### config.mk
export PLATFORM = sky130hd
export DESIGN_NAME = adc_acquisition_scheduler_flat
export DESIGN_NICKNAME = d
export VERILOG_FILES = /design/src/rtl/adc_acquisition_scheduler_if.sv /design/src/rtl/adc_acquisition_scheduler.sv /design/src/flat_wrapper.sv
export SDC_FILE = /design/constraint.sdc
export NUM_CORES = 1
export LEC_CHECK = 0
export ABC_AREA = 1
export BUFFER_PORTS_ARGS = -buffer_cell sky130_fd_sc_hd__buf_2
export CAP_MARGIN = 10
export CELL_PAD_IN_SITES_DETAIL_PLACEMENT = 1
export CELL_PAD_IN_SITES_GLOBAL_PLACEMENT = 1
export CORE_MARGIN = 4
export CORE_UTILIZATION = 30
export DETAILED_ROUTE_END_ITERATION = 10
export HOLD_SLACK_MARGIN = 0.03
export PLACE_DENSITY = 0.6
export SYNTH_ARGS = -nofsm -noshare
export SYNTH_HDL_FRONTEND = slang
export SYNTH_SLANG_ARGS = --single-unit
### constraint.sdc
create_clock -name clk -period 5.5 [get_ports clk]
set_input_delay 0.55 -clock clk [delete_from_list [all_inputs] [get_ports clk]]
set_output_delay 0.55 -clock clk [all_outputs]
set_load 0.05 [all_outputs]
### src/rtl/adc_acquisition_scheduler_if.sv
// adc_acquisition_scheduler_if: control, ADC-controller and sample-stream signals of the scheduler
interface adc_acquisition_scheduler_if;
    logic        run;
    logic        clear_status;
    logic        adc_start;
    logic        adc_reset;
    logic        adc_data_enable;
    logic        adc_is_error;
    logic [15:0] adc_data;
    logic        sample_valid;
    logic        sample_ready;
    logic [15:0] sample_data;
    logic        sample_last;
    logic        busy;
    logic        overrun;
    logic [7:0]  err_count;

    modport master (
        input  run, clear_status, adc_data_enable, adc_is_error, adc_data, sample_ready,
        output adc_start, adc_reset, sample_valid, sample_data, sample_last, busy, overrun, err_count
    );

    modport slave (
        output run, clear_status, adc_data_enable, adc_is_error, adc_data, sample_ready,
        input  adc_start, adc_reset, sample_valid, sample_data, sample_last, busy, overrun, err_count
    );
endinterface

### src/rtl/adc_acquisition_scheduler.sv
// adc_acquisition_scheduler: paces ADC conversions, frames samples into a FWFT FIFO, recovers from errors/timeouts
module adc_acquisition_scheduler #(
    parameter int PERIOD     = 250,
    parameter int FRAME_LEN  = 64,
    parameter int TIMEOUT    = 400,
    parameter int INIT_WAIT  = 2000,
    parameter int FIFO_DEPTH = 16
) (
    input logic clk,
    input logic reset,
    adc_acquisition_scheduler_if.master bus
);
    localparam int PT   = PERIOD > TIMEOUT ? PERIOD : TIMEOUT;
    localparam int MAXC = PT > INIT_WAIT ? PT : INIT_WAIT;
    localparam int CW   = $clog2(MAXC + 1);
    localparam int IW   = FRAME_LEN > 1 ? $clog2(FRAME_LEN) : 1;
    localparam int AW   = FIFO_DEPTH > 1 ? $clog2(FIFO_DEPTH) : 1;
    localparam int NW   = AW + 1;

    typedef enum logic [2:0] {INIT, IDLE, ARM, START, WAIT_DATA, RECOVER} state_t;

    state_t        state, state_n;
    logic [CW-1:0] cnt;
    logic [IW-1:0] idx;
    logic [AW-1:0] wr_ptr, rd_ptr;
    logic [NW-1:0] count;
    logic [16:0]   mem [FIFO_DEPTH];
    logic [7:0]    errs;
    logic          first, de_prev, rst_pulse, ovr;
    logic          capture, push_ok, pop, enter_rec, is_last;

    // One shared counter: init/recover wait, period since last start, and data timeout
    always_comb begin
        state_n = state;
        capture = 1'b0;
        case (state)
            INIT:      if (cnt >= CW'(INIT_WAIT - 1)) state_n = bus.run ? ARM : IDLE;
            IDLE:      if (bus.run) state_n = ARM;
            ARM:       state_n = bus.adc_is_error ? RECOVER : !bus.run ? IDLE :
                                 (first || cnt >= CW'(PERIOD - 1)) ? START : ARM;
            START:     state_n = bus.adc_is_error ? RECOVER : WAIT_DATA;
            WAIT_DATA: begin
                capture = !bus.adc_is_error && bus.adc_data_enable && !de_prev;
                state_n = bus.adc_is_error ? RECOVER : capture ? (bus.run ? ARM : IDLE) :
                          cnt >= CW'(TIMEOUT - 1) ? RECOVER : WAIT_DATA;
            end
            RECOVER:   if (cnt >= CW'(INIT_WAIT - 1)) state_n = bus.run ? ARM : IDLE;
            default:   state_n = INIT;
        endcase
    end

    assign enter_rec = state_n == RECOVER && state != RECOVER;
    assign is_last   = idx == IW'(FRAME_LEN - 1);
    assign pop       = count != '0 && bus.sample_ready;
    assign push_ok   = capture && (count < NW'(FIFO_DEPTH) || pop);

    // Recovery entry counts as its first wait cycle so the restart lands INIT_WAIT cycles after adc_reset
    always_ff @(posedge clk) begin
        if (reset) begin
            state     <= INIT;
            cnt       <= '0;
            idx       <= '0;
            first     <= 1'b1;
            de_prev   <= 1'b0;
            rst_pulse <= 1'b0;
            errs      <= '0;
            ovr       <= 1'b0;
            wr_ptr    <= '0;
            rd_ptr    <= '0;
            count     <= '0;
        end else begin
            state     <= state_n;
            cnt       <= state_n == START ? '0 : enter_rec ? CW'(1) : cnt == CW'(MAXC) ? cnt : cnt + 1'b1;
            first     <= state_n == START ? 1'b0 : state inside {INIT, IDLE, RECOVER} ? 1'b1 : first;
            idx       <= capture ? (is_last ? '0 : idx + 1'b1) : state == IDLE ? '0 : idx;
            de_prev   <= bus.adc_data_enable;
            rst_pulse <= enter_rec;
            errs      <= enter_rec ? errs + {7'd0, errs != 8'hFF} : bus.clear_status ? '0 : errs;
            ovr       <= (capture && !push_ok) ? 1'b1 : bus.clear_status ? 1'b0 : ovr;
            wr_ptr    <= wr_ptr + AW'(push_ok);
            rd_ptr    <= rd_ptr + AW'(pop);
            count     <= count + NW'(push_ok) - NW'(pop);
        end
    end

    always_ff @(posedge clk) begin
        if (push_ok) mem[wr_ptr] <= {is_last, bus.adc_data};
    end

    assign bus.adc_start    = state == START;
    assign bus.adc_reset    = rst_pulse;
    assign bus.busy         = state != IDLE;
    assign bus.overrun      = ovr;
    assign bus.err_count    = errs;
    assign bus.sample_valid = count != '0;
    assign bus.sample_data  = mem[rd_ptr][15:0];
    assign bus.sample_last  = mem[rd_ptr][16];
endmodule
### src/flat_wrapper.sv
// flat-port wrapper written by rule: the top's interface ports become plain ports
module adc_acquisition_scheduler_flat 
#(
    parameter int PERIOD     = 250,
    parameter int FRAME_LEN  = 64,
    parameter int TIMEOUT    = 400,
    parameter int INIT_WAIT  = 2000,
    parameter int FIFO_DEPTH = 16
)
  (clk, reset, bus_run, bus_clear_status, bus_adc_data_enable, bus_adc_is_error, bus_adc_data, bus_sample_ready, bus_adc_start, bus_adc_reset, bus_sample_valid, bus_sample_data, bus_sample_last, bus_busy, bus_overrun, bus_err_count);
  adc_acquisition_scheduler_if bus_i ();
  input logic clk;
  input logic reset;
  input wire logic [$bits(bus_i.run)-1:0] bus_run;
  input wire logic [$bits(bus_i.clear_status)-1:0] bus_clear_status;
  input wire logic [$bits(bus_i.adc_data_enable)-1:0] bus_adc_data_enable;
  input wire logic [$bits(bus_i.adc_is_error)-1:0] bus_adc_is_error;
  input wire logic [$bits(bus_i.adc_data)-1:0] bus_adc_data;
  input wire logic [$bits(bus_i.sample_ready)-1:0] bus_sample_ready;
  output wire logic [$bits(bus_i.adc_start)-1:0] bus_adc_start;
  output wire logic [$bits(bus_i.adc_reset)-1:0] bus_adc_reset;
  output wire logic [$bits(bus_i.sample_valid)-1:0] bus_sample_valid;
  output wire logic [$bits(bus_i.sample_data)-1:0] bus_sample_data;
  output wire logic [$bits(bus_i.sample_last)-1:0] bus_sample_last;
  output wire logic [$bits(bus_i.busy)-1:0] bus_busy;
  output wire logic [$bits(bus_i.overrun)-1:0] bus_overrun;
  output wire logic [$bits(bus_i.err_count)-1:0] bus_err_count;
  assign bus_i.run = bus_run;
  assign bus_i.clear_status = bus_clear_status;
  assign bus_i.adc_data_enable = bus_adc_data_enable;
  assign bus_i.adc_is_error = bus_adc_is_error;
  assign bus_i.adc_data = bus_adc_data;
  assign bus_i.sample_ready = bus_sample_ready;
  assign bus_adc_start = bus_i.adc_start;
  assign bus_adc_reset = bus_i.adc_reset;
  assign bus_sample_valid = bus_i.sample_valid;
  assign bus_sample_data = bus_i.sample_data;
  assign bus_sample_last = bus_i.sample_last;
  assign bus_busy = bus_i.busy;
  assign bus_overrun = bus_i.overrun;
  assign bus_err_count = bus_i.err_count;
  adc_acquisition_scheduler #(.PERIOD(PERIOD), .FRAME_LEN(FRAME_LEN), .TIMEOUT(TIMEOUT), .INIT_WAIT(INIT_WAIT), .FIFO_DEPTH(FIFO_DEPTH)) u_core (.clk(clk), .reset(reset), .bus(bus_i));
endmodule
==> results of run 1 <==
[layer usage]
layer  GRT usage [%]  vias up  part of all wire, %
li1                -     3990                    -
met1            19.0     4230                   46
met2            23.4      141                   48
met3            2.36       53                  3.8
met4            4.38        0                  2.4
met5               0        -                    0
[critical path, delay by kind of cell, from the launching register on]
family                 cells  cell delay [ns]
DFF                        1             0.58
buffers and inverters      2             0.95
AOI/OAI and AO/OA          4             0.59
and+or+nand+nor            1             0.14
[worst paths after layout]
path	startpoint	end	slack [ns]	cells past startpoint
setup reg to reg	u_core.state[1]	u_core.mem[12][2]	2.77	8
hold reg to reg	u_core.idx[3]	u_core.idx[3]	0.47	2
hold / removal	bus_adc_data_enable	u_core.de_prev	0.27	3
setup / recovery	u_core.rd_ptr[0]	bus_sample_data[7]	2.11	7
[per-stage QoR]
step                instances  util [%]  total power [mW]
global route             1749      35.6              7.11
finish                   1750      35.6              6.74
floorplan                1076         -              4.03
CTS                      1749      35.6              6.85
detailed placement       1681      32.9              4.41
global placement         1681      32.9              4.37
[cell usage in the layout, fill, tap and decap left out, types with 2 or more instances in the layout]
cell	instances
sky130_fd_sc_hd__nand2_1	85
sky130_fd_sc_hd__o211ai_1	68
sky130_fd_sc_hd__clkbuf_1	6
sky130_fd_sc_hd__xor2_1	7
sky130_fd_sc_hd__ha_1	16
sky130_fd_sc_hd__a21oi_2	5
sky130_fd_sc_hd__xnor2_1	7
sky130_fd_sc_hd__a211oi_1	2
sky130_fd_sc_hd__bufinv_16	2
sky130_fd_sc_hd__nor2_2	16
sky130_fd_sc_hd__nor2_4	2
sky130_fd_sc_hd__buf_4	21
sky130_fd_sc_hd__nand3_1	47
sky130_fd_sc_hd__clkinv_4	2
sky130_fd_sc_hd__nand3b_1	3
sky130_fd_sc_hd__inv_2	2
sky130_fd_sc_hd__a21oi_1	89
sky130_fd_sc_hd__a31oi_1	2
sky130_fd_sc_hd__dfxtp_2	2
sky130_fd_sc_hd__nand3_2	2
sky130_fd_sc_hd__o21ai_0	98
sky130_fd_sc_hd__clkinv_1	7
sky130_fd_sc_hd__nor3b_1	2
sky130_fd_sc_hd__nor2_1	53
sky130_fd_sc_hd__clkbuf_16	38
sky130_fd_sc_hd__clkinv_2	11
sky130_fd_sc_hd__clkbuf_8	2
sky130_fd_sc_hd__mux2i_1	69
sky130_fd_sc_hd__inv_1	113
sky130_fd_sc_hd__dfxtp_1	42
sky130_fd_sc_hd__edfxtp_1	272
sky130_fd_sc_hd__buf_2	52
[sequential cells by signal, indices dropped and copies added (netlist names)]
name,cells
u_core.state,3
u_core.bus.adc_reset,1
u_core.de_prev,1
u_core.bus.overrun,1
u_core.bus.err_count,8
u_core.rd_ptr,4
u_core.idx,6
u_core.cnt,11
u_core.mem,272
u_core.wr_ptr,4
u_core.first,1
u_core.count,5
[cells by family after synthesis]
| kind of cell | Yosys count | synth area share, % |
|---|---|---|
| DFF | 317 | 68.1 |
| AOI/OAI and AO/OA | 268 | 11.7 |
| and+or+nand+nor | 219 | 7.21 |
| buffers and inverters | 172 | 5.18 |
| muxes | 69 | 5.19 |
| adders and majority gates | 17 | 1.65 |
| xor gates and xnor gates | 14 | 0.921 |
[area by class of cell]
cell class	instances	area, um2
fillers	4679	28000
well taps	585	732
diodes	1	2.50
clock buffers	46	1000
clock inverters	22	191
repair buffers	74	438
flip-flops and latches	317	9070
multi-input cells	587	3610
inverters	118	443
[power by group through the flow]
| stage | registers (mW) | logic, mW | clock network, mW |
|---|---|---|---|
| floorplan | 2.74 | 1.29 | 0 |
| global placement | 2.77 | 1.60 | 0 |
| detailed placement | 2.77 | 1.64 | 0 |
| CTS | 2.72 | 1.64 | 2.48 |
| global route | 2.73 | 1.80 | 2.58 |
| finish | 2.72 | 1.62 | 2.40 |
==> run summary, run 1 <==
For this design, the sink count on the clock tree is 317. The tools report the remaining number of nets flagged by the antenna check after routing as 0. Pin placement for this block handled 53 I/O pins. Of the total power, the share spent switching nets is 32.4%. The run gives 0 as the count of final hold-check violations.

The run gives 0 ns as the aggregate negative setup slack. Wires add up to 33400 um. The actual slew at the worst max-slew pin works out to 1.13 ns. The fraction of post-synthesis cell area in the top cell type by area is 61.3%. The root buffer cell chosen for the clock tree is sky130_fd_sc_hd__clkbuf_16. After floorplanning, the core was divided into 76 placement rows. Once the clock tree was built, the resizer swapped 0 gates to a different size. The distinct cell type count of the synthesized netlist is 41. The arrival time of data at the critical path endpoint was 2.84 ns.

The tools report the count of H-tree levels built during CTS as 2. Class of the worst hold path: input pin to register. Headroom to the max-slew limit came out at 24.6%. After detailed routing, the number of vias per cell comes to 4.81. The signal on the critical path passes through buf_4, a21oi_1, o21ai_0, o21ai_0, o211ai_1, nand2_1, buf_2.

In this run the power density over the cells is 435 nW/um2. Most numerous cell in the Yosys netlist: sky130_fd_sc_hd__edfxtp_1. Synthesis produced a netlist with a net count of 1116.

The cell occurring most often along the worst timing path was sky130_fd_sc_hd__o21ai_0. By count the netlist is led by sky130_fd_sc_hd__edfxtp_1 (272), sky130_fd_sc_hd__inv_1 (114), sky130_fd_sc_hd__o21ai_0 (98). The overall die height was 219 um; the required time of the critical path was 4.95 ns. The clock skew after layout was 0.0227 ns; the placer's final routability congestion estimate was 0.741. The number of nets in the final layout is 1175, and the internal power consumption is 4.55 mW. The share of total power dissipated in sequential elements is 40.4%. Hold is met by 0.267 ns. Input and output buffers added on the ports amount to 52. The logs give 68.1% for the proportion of synthesized chip area in sequential cells and 3 for the number of buffers on the longest clock path.

The critical path is of the register to output port type. The effective utilization at floorplan came out at 30.6%. Across every metal layer, demand over resource in global routing totals 14.1%. In this run the horizontal extent of the chip is 219 um.

The logs give 2.27 ns for the worst slack after detailed placement and 8414 for the vias after detailed routing. The violation count after the first detailed-routing iteration is 509. The number of hold buffers added after CTS was 0.

The portion of total power attributed to the clock network is 35.6%. The kind of start point of the critical path is a register. The logs give 0 for the number of violations of the max-capacitance limit and 47800 um2 for the floorplan die area.

Summed over all nets, the switching power comes to 2.19 mW. Fraction of layout cells with a size suffix above 1: 14.5%. For the leakage dissipation, the log shows 5.36 nW. The worst-path cell with the longest stage delay is sky130_fd_sc_hd__buf_4.

The tools report the number of antenna violations at the first check in global routing as 0. Setup repair after global routing left no endpoint under its margin. STA classifies the critical path endpoint as an output port.

The run gives 0 as the total number of yosys warnings. The run finished with clean final reports. After global routing the overflow that remains totals 0.

For this run, design rule violations remaining after detail routing come to 0. Relative to the synthesized area, the layout overhead comes to 16.3%. Of all nets on the critical path, the largest fanout is 70. The via count of the first global-routing pass came out at 8752. The worst voltage drop across the vdd grid is 0.247 mV, and the final worst-path cycle share is 61.7%. By area the synthesized netlist is led by sky130_fd_sc_hd__edfxtp_1 (61%), sky130_fd_sc_hd__dfxtp_1 (6.8%), sky130_fd_sc_hd__mux2i_1 (5.2%), sky130_fd_sc_hd__o211ai_1 (3.8%), sky130_fd_sc_hd__o21ai_0 (3.7%). In this run the standard cell core region covers 43500 um2. TritonCTS built the clock tree.

Clock latency on the worst-skew pair, taken at its later pin, is 0.55 ns. After detailed routing, the average wire length per cell comes to 19.1 um. Post-synthesis cell area: 13300 um2.

The first global-routing pass estimated 51900 um of wire. The largest single stage delay on the critical path is 0.71 ns. In the synthesized netlist the async set-or-reset flop fraction comes to 0%. Among all flip-flop cells after synthesis, the most frequent one is sky130_fd_sc_hd__edfxtp_1.

The number of register bits inferred by synthesis is 317. The synthesized design spends more area on one cell type than any other, namely sky130_fd_sc_hd__edfxtp_1. The number of buffers inserted during clock tree synthesis came out at 37. The clock period could shrink to 3.39 ns.

The tools report the post-detailed-placement half-perimeter wirelength as 18700 um. Number of flops mapped to enable cells by yosys: 272. Timing would allow up to 295 MHz.

Setup violations remaining at the end of the flow were counted as 0. The number of detailed-route iterations in the first pass is 4, and the design area is 15500 um2. The run gives 24.0% as the power share of the combinational group. Max-slew violation count: 0. The standard cell area after detailed placement is 14300 um2, and the largest net degree at the start of global routing is 80. The synthesized instance count came out at 1076. The number of buffers added for setup after CTS was 0; the average cell area after synthesis was 12.4 um2. Across all setup checks in the final design, the least slack found is 2.11 ns. After clock tree synthesis, the clock-pin slew on the worst setup and hold paths is 0.06 ns.
Note: power is estimated with default switching activity, not from simulation.
==> run 2: changes to the inputs <==
--- a/config.mk
+++ b/config.mk
@@ -5,7 +5,7 @@
 export SDC_FILE = /design/constraint.sdc
 export NUM_CORES = 1
 export LEC_CHECK = 0
-export ABC_AREA = 1
+export ABC_AREA = 0
 export BUFFER_PORTS_ARGS = -buffer_cell sky130_fd_sc_hd__buf_2
 export CAP_MARGIN = 10
 export CELL_PAD_IN_SITES_DETAIL_PLACEMENT = 1
@@ -14,7 +14,7 @@
 export CORE_UTILIZATION = 30
 export DETAILED_ROUTE_END_ITERATION = 10
 export HOLD_SLACK_MARGIN = 0.03
-export PLACE_DENSITY = 0.6
+export PLACE_DENSITY = 0.58
 export SYNTH_ARGS = -nofsm -noshare
 export SYNTH_HDL_FRONTEND = slang
 export SYNTH_SLANG_ARGS = --single-unit
==> constraint.sdc (replaced) <==
create_clock -name clk -period 3.2 [get_ports clk]
set_input_delay 0.32 -clock clk [delete_from_list [all_inputs] [get_ports clk]]
set_output_delay 0.32 -clock clk [all_outputs]
set_load 0.05 [all_outputs]
==> run 2 against run 1 <==
  * Design area fell by 2.7%
  * Clock skew fell by 0.0071 ns
  * Routed wire length fell by 13%
  * Non-clock buffer count rose by 12
  * Core utilization rose by 0.13 points
  * Hold slack got worse by 0.12 ns
  * Clock power rose by 58%
==> run summary, run 2 <==
The post-layout minimum cycle time was 3.01 ns; the number of buffers inserted during clock tree synthesis was 36 (-2.7%). The number of flip-flops under the largest register name works out to 272 (unchanged). The startpoint identified for the worst register-to-register timing path is u_core.count[3]. The most common flop cell mapped by yosys is sky130_fd_sc_hd__edfxtp_1. Yosys attributes the largest share of cell area to sky130_fd_sc_hd__edfxtp_1 (63%), sky130_fd_sc_hd__mux4_2 (15%), sky130_fd_sc_hd__dfxtp_1 (7.0%), sky130_fd_sc_hd__nor2_1 (1.6%), sky130_fd_sc_hd__ha_1 (1.6%).

The XOR/XNOR share of the synthesized area was 1.09% (+0.17 points). The logs give 14000 um2 (-2.2%) for the standard cell area after detailed placement and 0 (unchanged) for the number of setup violations in the final report. The violation count after the first detailed-routing iteration is 397 (-22%), and the cell area power density is 688 nW/um2 (+58%). The actual slew at the worst max-slew pin was 0.577 ns (-0.551 ns). By count the netlist is led by sky130_fd_sc_hd__edfxtp_1 (272), sky130_fd_sc_hd__mux4_2 (85), sky130_fd_sc_hd__nor2_1 (56).

The total grt overflow is 0 (unchanged). The worst hold path begins at bus_run. The count of input and output buffers is 52 (unchanged). The final routed wire length divided by cell count was 21.5 um (+12%); the post-synthesis adder-cell area fraction was 1.71% (+0.058 points). For the distinct cell type count of the synthesized netlist, the log shows 58 (+41%). The library cell used most frequently in the layout, excluding fill and tap cells, is sky130_fd_sc_hd__edfxtp_1. The clock skew after layout was 0.0155 ns (-0.00713 ns).

For the effective utilization at floorplan, the log shows 30.5% (-0.11 points). The worst hold path terminates at u_core.state[1]. The fraction of post-synthesis cell area in the top cell type by area was 63.5% (+2.1 points); the worst-skew pair later-pin latency was 0.54 ns (about the same). The DRC violation count after routing is 0 (unchanged). The tools report the design area as 15100 um2 (-2.7%). The depth of the worst register-to-register path works out to 14 (+6). The run gives 2.88 ns (-2.07 ns) as the required time of the critical path.

The proportion of synthesized chip area in sequential cells is 70.5% (+2.4 points). The setup path with the least slack is of type register to output port. The path class of the tightest hold or removal check is input pin to register.

The largest total area in the synthesized netlist belongs to sky130_fd_sc_hd__edfxtp_1. The fraction of synthesis flops using an asynchronous set or reset pin was 0% (unchanged). The boundary pin count was 53 (unchanged); the total routing usage reported by global routing was 12.7% (-1.4 points). The tools report the slack of the worst reg-to-reg path as 0.33 ns (-2.44 ns). Setup repair after global routing left no endpoint under its margin.

The logs give 705 (-34%) for the synthesized instance count and 0 (unchanged) for the count of final hold-check violations. In the post-synthesis netlist, the cell with the most instances is sky130_fd_sc_hd__edfxtp_1. The count of H-tree levels built during CTS came out at 2 (unchanged). For the worst voltage drop across the vdd grid, the log shows 0.351 mV (+42%).

The remaining max-slew budget at the tightest pin came out at 61.5% (+37 points). The aggregate negative setup slack is 0 ns (unchanged). The tools report the clock tree root driver cell as sky130_fd_sc_hd__clkbuf_16.

The largest net degree at the start of global routing is 34 (-57%), and the maximum clock frequency is 332 MHz. The number of register bits inferred by synthesis is 317 (unchanged), and the first-pass GRT wire length is 45100 um (-13%). By area, the combinational part of the netlist is dominated by multiplexers. The fraction of the mapped netlist area in compound gates came out at 3.01% (-8.7 points). The portion of netlist area occupied by mux cells works out to 15.2% (+10 points). TritonCTS built the clock tree. The number of flops mapped to enable cells by yosys works out to 272 (unchanged).

The tools report the total number of yosys warnings as 0 (unchanged). The vias after detailed routing is 6688 (-21%), and the final worst-path cycle share is 94.1%. The max-slew violation count is 0 (unchanged). The post-detailed-placement half-perimeter wirelength came out at 17300 um (-7.6%). Relative to the synthesized area, the layout overhead comes to 17.2%. The number of antenna violations at the first check in global routing is 1 (+1). The run gives 0 (unchanged) as the number of violations of the max-capacitance limit. The flow ran to the end, and the final reports show no timing, DRC or antenna violations. The fraction of layout cells with a size suffix above 1 was 30.6% (+16 points). The largest fanout on the critical path came out at 18 (-74%).

The clock slew at the register clock pins of the worst setup and hold paths was 0.06 ns (about the same). Placeable core area: 42100 um2 (-3.0%). For the via count of the first global-routing pass, the log shows 7236 (-17%). The number of buffers on the longest clock path is 3 (unchanged). The tools report the post-synthesis cell area as 12900 um2 (-3.4%). The die width works out to 215 um (-1.6%). The placer's final routability congestion estimate is 0.724 (-2.2%), and the number of antenna diodes is 0 (-1). The simple-gate share of the synthesized area is 6.77% (-0.44 points). The worst setup path is captured at an output port. The run gives 2.69 ns (-0.15 ns) as the arrival time of data at the critical path endpoint. The register ranked first by flip-flop count is u_core.mem. The number of instances on the worst hold path was 3 (unchanged). The standard-cell row count came out at 75 (-1.3%). The logs give 29200 um (-13%) for the sum of routed wire length over all layers and 4 (unchanged) for the number of detailed-route iterations in the first pass. The leakage dissipation was 4.88 nW (-9.0%). Remaining number of nets flagged by the antenna check after routing: 0 (unchanged).

The tools report the number of nets in the final layout as 835 (-29%). The average cell area after synthesis was 18.2 um2 (+47%); the synthesized netlist net count was 745 (-33%). The overall die height is 215 um (-1.6%), and the per-cell via count in the routed design is 4.92 (+2.3%). The run gives 4225 (-9.7%) as the total of fill cells in the finished design. Leaving out fill and tap cells, the most frequent cells in the layout are sky130_fd_sc_hd__edfxtp_1 (272), sky130_fd_sc_hd__mux4_2 (85), sky130_fd_sc_hd__buf_2 (52).

The worst setup path is launched from a register. The terminus of the critical flop-to-flop path is u_core.count[4]. The clock net sink count is 317 (unchanged). The floorplan die area is 46300 um2 (-3.3%).
-- run 2: changes by cell type after synthesis, moves of 35 or more --
cell                       previous run  this run
sky130_fd_sc_hd__a21oi_1             89        16
sky130_fd_sc_hd__inv_1              114        13
sky130_fd_sc_hd__nand3_1             47        12
sky130_fd_sc_hd__o21ai_0             98         9
sky130_fd_sc_hd__mux2i_1             69         2
sky130_fd_sc_hd__nand2_1             85        26
sky130_fd_sc_hd__o211ai_1            68         0
sky130_fd_sc_hd__mux4_2               0        85
-- run 2: power breakdown --
part / total, mW / internal (mW) / switching [mW]
clock network: 3.80 / 2.17 / 1.63
registers: 4.68 / 4.53 / 0.151
logic: 1.89 / 0.925 / 0.961
total: 10.4 / 7.63 / 2.74
-- run 2: what timing repair did --
action	in CTS	in global routing
gates resized for setup	0	0
buffers inserted	0	0
hold endpoints to repair	1	0
hold buffers	1	0
-- run 2: layout make-up --
class	instances	area (um2)	area share, %
repair buffers	86	568	3.77
well taps	539	674	4.47
inverters	13	48.8	0.324
flip-flops and latches	317	9080	60.2
multi-input cells	341	3620	24.1
clock buffers	44	931	6.18
clock inverters	20	146	0.971
-- run 2: metal layers --
metal,part of all wire [%],vias to the layer above,global-route usage [%]
met2,48,123,20.3
met4,2.5,2,4.25
met3,4.5,49,2.56
met1,45,3498,17.5
met5,0.044,-,0
li1,-,3016,-
-- run 2: worst max path at each step --
stage                                endpoint        startpoint  slack [ns]
after floorplan               u_core.count[4]   u_core.count[3]        0.23
after global placement        u_core.count[4]   u_core.count[3]        0.37
after detailed placement      u_core.count[4]   u_core.count[3]        0.32
after CTS                 bus_sample_data[10]  u_core.rd_ptr[0]         0.1
after global routing      bus_sample_data[10]  u_core.rd_ptr[0]        0.05
final                      bus_sample_data[2]  u_core.rd_ptr[0]        0.19
-- run 2: metrics by stage --
step,power (mW),setup slack [ns],util [%],hold slack (ns),cells
CTS,10.6,0.0983,35.8,0.108,1360
global route,10.9,0.0496,35.8,0.144,1360
finish,10.4,0.190,35.8,0.147,1360
detailed placement,6.71,0.321,33.2,0.475,1295
floorplan,6.20,0.226,-,0.419,705
global placement,6.70,0.373,33.2,0.467,1295
-- run 2: cell families (layout without fill, tap and decap cells) --
family,after synthesis,count (layout)
AOI/OAI and AO/OA,51,51
adders and majority gates,17,17
muxes,89,89
xor gates and xnor gates,16,16
and+or+nand+nor,168,168
DFF,317,317
buffers and inverters,47,163
-- run 2: critical path, stage by stage (launching register included) --
cell and delay, ns:
sky130_fd_sc_hd__dfxtp_4 0.61, sky130_fd_sc_hd__buf_12 0.24, sky130_fd_sc_hd__mux4_2 0.53, sky130_fd_sc_hd__mux4_2 0.51, sky130_fd_sc_hd__buf_2 0.23
